==> src/rtl/timing_ring.sv <==
// One-hot phase generator (decoded sequence counter) with start/stop run flag.
// Steps T0..T(PHASES-1) cyclically while running; clear and load override stepping.
module timing_ring #(
    parameter int PHASES    = 16,
    parameter int IDX_W     = 4,
    parameter bit RESET_RUN = 1'b1
) (
    input  logic              clk,
    input  logic              reset_n,
    input  logic              sc_clr,
    input  logic              sc_load,
    input  logic [IDX_W-1:0]  sc_value,
    input  logic              start,
    input  logic              stop,
    output logic [PHASES-1:0] timing,
    output logic              running,
    output logic              wrap
);

    logic [PHASES-1:0] timing_next;
    logic              running_next;
    logic              wrap_next;

    always_comb begin
        timing_next = timing;
        wrap_next   = 1'b0;
        if (sc_clr) begin
            timing_next = PHASES'(1);
        end else if (sc_load) begin
            timing_next = PHASES'(1) << sc_value;
        end else if (running) begin
            // wrap marks only a genuine rotate out of the last phase
            timing_next = {timing[PHASES-2:0], timing[PHASES-1]};
            wrap_next   = timing[PHASES-1];
        end
    end

    always_comb begin
        running_next = running;
        if (stop) begin
            running_next = 1'b0;
        end else if (start) begin
            running_next = 1'b1;
        end
    end

    always_ff @(posedge clk or negedge reset_n) begin
        if (!reset_n) begin
            timing  <= PHASES'(1);
            running <= RESET_RUN;
            wrap    <= 1'b0;
        end else begin
            timing  <= timing_next;
            running <= running_next;
            wrap    <= wrap_next;
        end
    end

endmodule

==> config.mk <==
export PLATFORM = sky130hd
export DESIGN_NAME = timing_ring
export DESIGN_NICKNAME = d
export VERILOG_FILES = /design/src/rtl/timing_ring.sv
export SDC_FILE = /design/constraint.sdc
export NUM_CORES = 1
export LEC_CHECK = 0
export CAP_MARGIN = 25
export CELL_PAD_IN_SITES_DETAIL_PLACEMENT = 1
export CELL_PAD_IN_SITES_GLOBAL_PLACEMENT = 2
export CORE_UTILIZATION = 30
export CTS_BUF_LIST = sky130_fd_sc_hd__clkbuf_16
export CTS_CLUSTER_SIZE = 20
export DETAILED_ROUTE_END_ITERATION = 7
export HOLD_SLACK_MARGIN = 0.06
export PLACE_DENSITY = 0.77
export SLEW_MARGIN = 10
export SYNTH_ARGS = -nofsm -noshare
export SYNTH_HDL_FRONTEND = slang
export SYNTH_SLANG_ARGS = --single-unit
==> constraint.sdc <==
create_clock -name clk -period 1.7 [get_ports clk]
set_input_delay 0.34 -clock clk [delete_from_list [all_inputs] [get_ports clk]]
set_output_delay 0.34 -clock clk [all_outputs]
set_load 0.1 [all_outputs]
==> reports/metrics.yaml, run 1 <==
hold_violations: 0
synth_area_mm2: 0.00101
tightest_slew_ps: 474
dp.cells: 159
finalSetupViolCount: 0
fmax_mhz: 649
grt_setup_unrepaired: "no"
area_growth_pct: 62.6
cp_data_arrival_time_ps: 1720
relSlewSlack: 0.683
placed_cell_area_mm2: 0.00157
clockRootBuffer: "clkbuf_16"
endpoint_kind: "register"
final_cells: 163
maxCapViolations: 0
core_area_mm2: 0.00313
highest_layer: "met4"
ys_types: 26
syn_avg_cell_area_um2: 12.1
hold_buffers: 0
nNetsFinal: 130
vias: 894
post_cts_resize_count: 0
die-area_mm2: 0.00361
first_iter_violations: 10
gp_congestion: 0.791
crit_family: "buffers and inverters"
start_util: 0.324
die_x_um: 60.1
dp_hpwl_mm: 2.25
tns_ps: 0
ff2ff_path_depth: 3
wl_met1_mm: 1.28
crit_start: "sc_clr"
diodes: 0
clk_pin_slew_ps: 50
cp_num_buf_inv: 3
syn_inst: 84
antenna_found_initial: 0
ff_latch_area_um2: 453
min_period_over_period: 0.906
worstPathRequired_ps: 1880
crit_fanout: 10
vias_per_cell: 5.48
fin_crit_ps: 1540
wl_mm: 2.91
cellLeakagePower_nw: 0.666
reg2reg_slack_ps: 280
design_area_mm2: 0.00165
cp_slowest_cell: "clkdlybuf4s50_1"
port_buffers: 27
die_h_um: 60.1
grt_pass1_vias: 936
status: "finished, final reports clean"
cp_cell_sequence: "clkdlybuf4s50_1 > buf_4 > buf_4 > nor4b_1 > a221o_1"
hp-class: "primary input to asynchronous set/reset pin"
r2r_end: "timing[8]$_DFFE_PN0P_"
cts_buffers: 3
drcViolationCount: 0
nFillCells: 315
postRouteAntennaNets: 0
yosysSeqAreaShare: 0.447
grt_use_total: 0.186
synth_fp_nets: 94
cts_max_level: 1
cp_common_cell: "buf_4"
grt_max_degree: 19
ys_ff_latch: 18
clk_path_buf_depth: 2
tritoncts: "yes"
detail_route.wl_per_cell_um: 17.9
met3WireLength_um: 106
io_pins: 28
whs_ps: 415
rows: 20
met2_length_mm: 1.51
cp-start-kind: "primary input"
cts.sinks: 18
fin_skew_ps: 4.45
powerDensity_mw_per_mm2: 712
ys_warn_count: 0
grt_overflow: 0
multiInputGateArea_um2: 520
grt_pass1_wl_mm: 4.78
layout-drive-gt1-share: 0.345
peakVddDrop_mv: 0.675
fin_total_pwr_w: 0.00117
insertion_delay_ps: 250
max_stage_delay_ps: 490
post_cts_buffers: 0
criticalPathCategory: "primary input to register"
drv_slew: 0
dr.pass1.iters: 4
regToRegStartpoint: "running$_DFFE_PN1P_"
flip-flops by register name (all words and copies together) (netlist names):
name	cells
running	1
wrap	1
timing	16
per-stage QoR:
stage	util	setup WS [ps]
2_1_floorplan	-	20.3
3_3_place_gp	0.502	-39.7
3_5_place_dp	0.502	-72.2
4_1_cts	0.527	160
5_1_grt	0.527	114
6_report	0.527	160
worst max path at each step:
stage,endpoint,slack [ps],depth (start not counted)
floorplan,timing[4]$_DFFE_PN0P_,20,3
global placement,timing[1]$_DFFE_PN0P_,-40,4
detailed placement,timing[4]$_DFFE_PN0P_,-70,4
finish,timing[10]$_DFFE_PN0P_,160,5
CTS,running,160,1
global route,timing[11]$_DFFE_PN0P_,110,5
area by class of cell:
| type | instances | share of cell area |
|---|---|---|
| Tap cell | 44 | 0.0334 |
| Clock inverter | 1 | 0.00228 |
| Timing Repair Buffer | 39 | 0.328 |
| Sequential cell | 18 | 0.275 |
| Multi-Input combinational cell | 58 | 0.316 |
| Clock buffer | 3 | 0.0456 |
worst register-to-register path, cell delays in order (launching register included):
cell	delay (ps)
dfstp_2	710
buf_4	240
nor4b_1	70
a221o_1	270
layer usage:
layer / track usage / vias to the layer above
li1: - / 418
met1: 0.236 / 451
met4: 0.0532 / 0
met3: 0.0498 / 2
met5: 0 / -
met2: 0.306 / 23
power by group:
part           switching, W  total (W)  internal [W]
clock network      0.000157   0.000470      0.000313
registers         0.0000192   0.000462      0.000442
logic              0.000143   0.000242     0.0000989
total              0.000319    0.00117      0.000854
cells by family after synthesis:
family / share of synthesized area
simple gates: 0.351
mux: 0.00988
compound gates: 0.153
flops: 0.447
buf+inv: 0.0395
synthesized netlist by cell type, drive strengths merged:
cell / count / area, um2
dfrtp: 16 / 400
a221o: 8 / 80.1
nor4b: 8 / 70.1
or4b: 8 / 83.8
o211ai: 7 / 67.6
buf: 4 / 25.0
clkbuf: 4 / 15.0
nand4bb: 4 / 45.0
nor2: 4 / 15.0
or4bb: 4 / 45.0
nor2b: 3 / 18.8
and2: 2 / 12.5
dfstp: 2 / 52.6
nand2b: 2 / 12.5
a22oi: 1 / 7.51
and4b: 1 / 10.0
and4bb: 1 / 12.5
mux2i: 1 / 10.0
nand2: 1 / 3.75
nor3b: 1 / 12.5
or2: 1 / 6.26
or4: 1 / 7.51
placed cells by master (no fill, tap or decap), drive strengths merged, types with 2 or more instances in the layout:
cell type,synthesis,layout
dfstp,2,2
nand2b,2,2
nor2,4,4
dfrtp,16,16
or4b,8,8
clkbuf,4,3
o211ai,7,7
nand4bb,4,4
nor4b,8,8
and2,2,2
buf,4,30
clkdlybuf4s50,0,9
or4bb,4,4
nor2b,3,3
a221o,8,8
Power figures use the tool's default switching activity.
==> inputs of run 2 (changes only) <==
--- a/config.mk
+++ b/config.mk
@@ -5,7 +5,6 @@
 export SDC_FILE = /design/constraint.sdc
 export NUM_CORES = 1
 export LEC_CHECK = 0
-export CAP_MARGIN = 25
 export CELL_PAD_IN_SITES_DETAIL_PLACEMENT = 1
 export CELL_PAD_IN_SITES_GLOBAL_PLACEMENT = 2
 export CORE_UTILIZATION = 30
==> results of run 2 <==
No change in the layout: final DEF, timing and power equal those of run 1.
==> inputs of run 3 (changes only) <==
==> config.mk (replaced) <==
export PLATFORM = sky130hd
export DESIGN_NAME = timing_ring
export DESIGN_NICKNAME = d
export VERILOG_FILES = /design/src/rtl/timing_ring.sv
export SDC_FILE = /design/constraint.sdc
export NUM_CORES = 1
export LEC_CHECK = 0
export CELL_PAD_IN_SITES_DETAIL_PLACEMENT = 0
export CELL_PAD_IN_SITES_GLOBAL_PLACEMENT = 1
export CORE_UTILIZATION = 36
export CTS_BUF_LIST = sky130_fd_sc_hd__clkbuf_16
export CTS_CLUSTER_SIZE = 20
export DETAILED_ROUTE_END_ITERATION = 7
export HOLD_SLACK_MARGIN = 0.06
export PLACE_DENSITY = 0.76
export SLEW_MARGIN = 10
export SYNTH_ARGS = -nofsm -noshare
export SYNTH_HDL_FRONTEND = slang
export SYNTH_SLANG_ARGS = --single-unit
==> run 3 against run 2 <==
Compared with the run above: register-to-register slack about the same; power down 0.74%; largest power group unchanged; first-iteration DRC count up 80%; count of clock-buffer cells in the layout unchanged; die area down 16%; combinational power down 2%; setup slack better by 18 ps; global-route usage up 1.3 points; sequential power about the same; sequential share of layout area up 0.42 points; sequential cell count unchanged.
==> reports/metrics.yaml, run 3 (synthesis results as in run 1) <==
io_pins: 28
hold_buffers: 0
worstPathRequired_ps: 1360
post_cts_buffers: 0
rows: 18
r2r_end: "timing[13]$_DFFE_PN0P_"
die-area_mm2: 0.00303
regMostFlops: "timing"
regToRegStartpoint: "running$_DFFE_PN1P_"
largest_reg_flops: 16
dp.cells: 144
final.setup.worst_slack_ps: 178
drcViolationCount: 0
endpoint_kind: "output port"
layout-drive-gt1-share: 0.339
core_area_mm2: 0.00257
insertion_delay_ps: 250
cts_buffers: 3
min_period_over_period: 0.895
clkPwrFrac: 0.401
drv_slew: 0
finalSetupViolCount: 0
status: "finished, final reports clean"
grt_setup_unrepaired: "no"
design_area_mm2: 0.00162
start_util: 0.395
antenna_found_initial: 0
detail_route.wl_per_cell_um: 16.7
port_buffers: 27
reg_top3: "timing x16, running x1, wrap x1"
crit_family: "flip-flops"
powerDensity_mw_per_mm2: 718
postRouteAntennaNets: 0
grt_max_degree: 19
grt_use_total: 0.199
grt_pass1_vias: 820
mostFrequentLayoutCells: "18 x buf_12, 16 x dfrtp_1, 11 x buf_4"
p_sw_frac: 0.268
cp_data_arrival_time_ps: 1180
die_h_um: 55.1
grt_pass1_wl_mm: 4.13
maxCapViolations: 0
seq_power_share: 0.397
cts_max_level: 1
cp_cell_sequence: "buf_12"
vias: 879
die_x_um: 55.1
cellLeakagePower_nw: 0.661
criticalPathCategory: "register to output port"
fin_crit_ps: 1520
first_iter_violations: 18
ff2ff_path_depth: 3
nFillCells: 214
post_cts_resize_count: 0
fmax_mhz: 657
clockRootBuffer: "clkbuf_16"
clk_path_buf_depth: 2
place_worst_setup_slack_ps: -18.3
tritoncts: "yes"
reg2reg_slack_ps: 280
tightest_slew_ps: 348
grt_overflow: 0
nNetsFinal: 129
cts.sinks: 18
power_frac_comb: 0.203
dr.pass1.iters: 4
gp_congestion: 0.882
placed_cell_area_mm2: 0.00154
cp-start-kind: "register"
crit_fanout: 18
relSlewSlack: 0.767
max_stage_delay_ps: 710
area_growth_pct: 60.1
hp-class: "primary input to asynchronous set/reset pin"
peakVddDrop_mv: 0.713
vias_per_cell: 5.94
dp_hpwl_mm: 1.87
clk_pin_slew_ps: 50
cp_num_buf_inv: 1
final_common_cell: "buf_12"
wl_mm: 2.47
cp_slowest_cell: "dfstp_2"
internal_power_w: 0.000852
hold_violations: 0
final_cells: 148
diodes: 0
p_sw_w: 0.000312
fin_skew_ps: 1.55
[run 3: cell types whose count changed in the layout (fill, tap and decap cells not counted), sizes merged]
cell	delta
buf	-1
[run 3: how the worst max path moves through the flow]
stage                              from                endpoint  slack, ps  depth (start not counted)
global placement                 sc_clr  timing[13]$_DFFE_PN0P_         20                          5
detailed placement               sc_clr   timing[6]$_DFFE_PN0P_        -20                          4
CTS                 running$_DFFE_PN1P_                 running        170                          1
finish              running$_DFFE_PN1P_                 running        180                          1
floorplan           running$_DFFE_PN1P_   timing[4]$_DFFE_PN0P_         20                          3
global route        running$_DFFE_PN1P_                 running        120                          1
[run 3: final cells by class]
| cell class | instances | area, um2 | area share |
|---|---|---|---|
| Clock buffer | 3 | 75.1 | 0.0463 |
| Sequential cell | 18 | 453 | 0.279 |
| Multi-Input combinational cell | 58 | 520 | 0.321 |
| Timing Repair Buffer | 38 | 533 | 0.328 |
| Clock inverter | 1 | 3.75 | 0.00231 |
| Tap cell | 30 | 37.5 | 0.0231 |
[run 3: stage by stage]
step | TNS, ps | hold slack [ps] | utilization | total power (W)
6_report | 0 | 364 | 0.632 | 0.00116
5_1_grt | 0 | 397 | 0.632 | 0.00121
4_1_cts | 0 | 379 | 0.632 | 0.00118
3_5_place_dp | -24.2 | 595 | 0.601 | 0.000705
3_3_place_gp | 0 | 588 | 0.601 | 0.000701
2_1_floorplan | 0 | 44.4 | - | 0.000593
[run 3: power by group through the flow]
stage	registers [W]	logic (W)	clock network [W]
floorplan	0.000532	0.0000610	0
global placement	0.000468	0.000233	0
detailed placement	0.000469	0.000236	0
CTS	0.000462	0.000236	0.000479
global route	0.000465	0.000250	0.000491
finish	0.000462	0.000236	0.000466
[run 3: per-layer routing]
metal / wire (um) / GRT usage
met3: 101 / 0.0574
met2: 1200 / 0.305
met1: 1140 / 0.269
met4: 27 / 0.0583
met5: 0 / 0
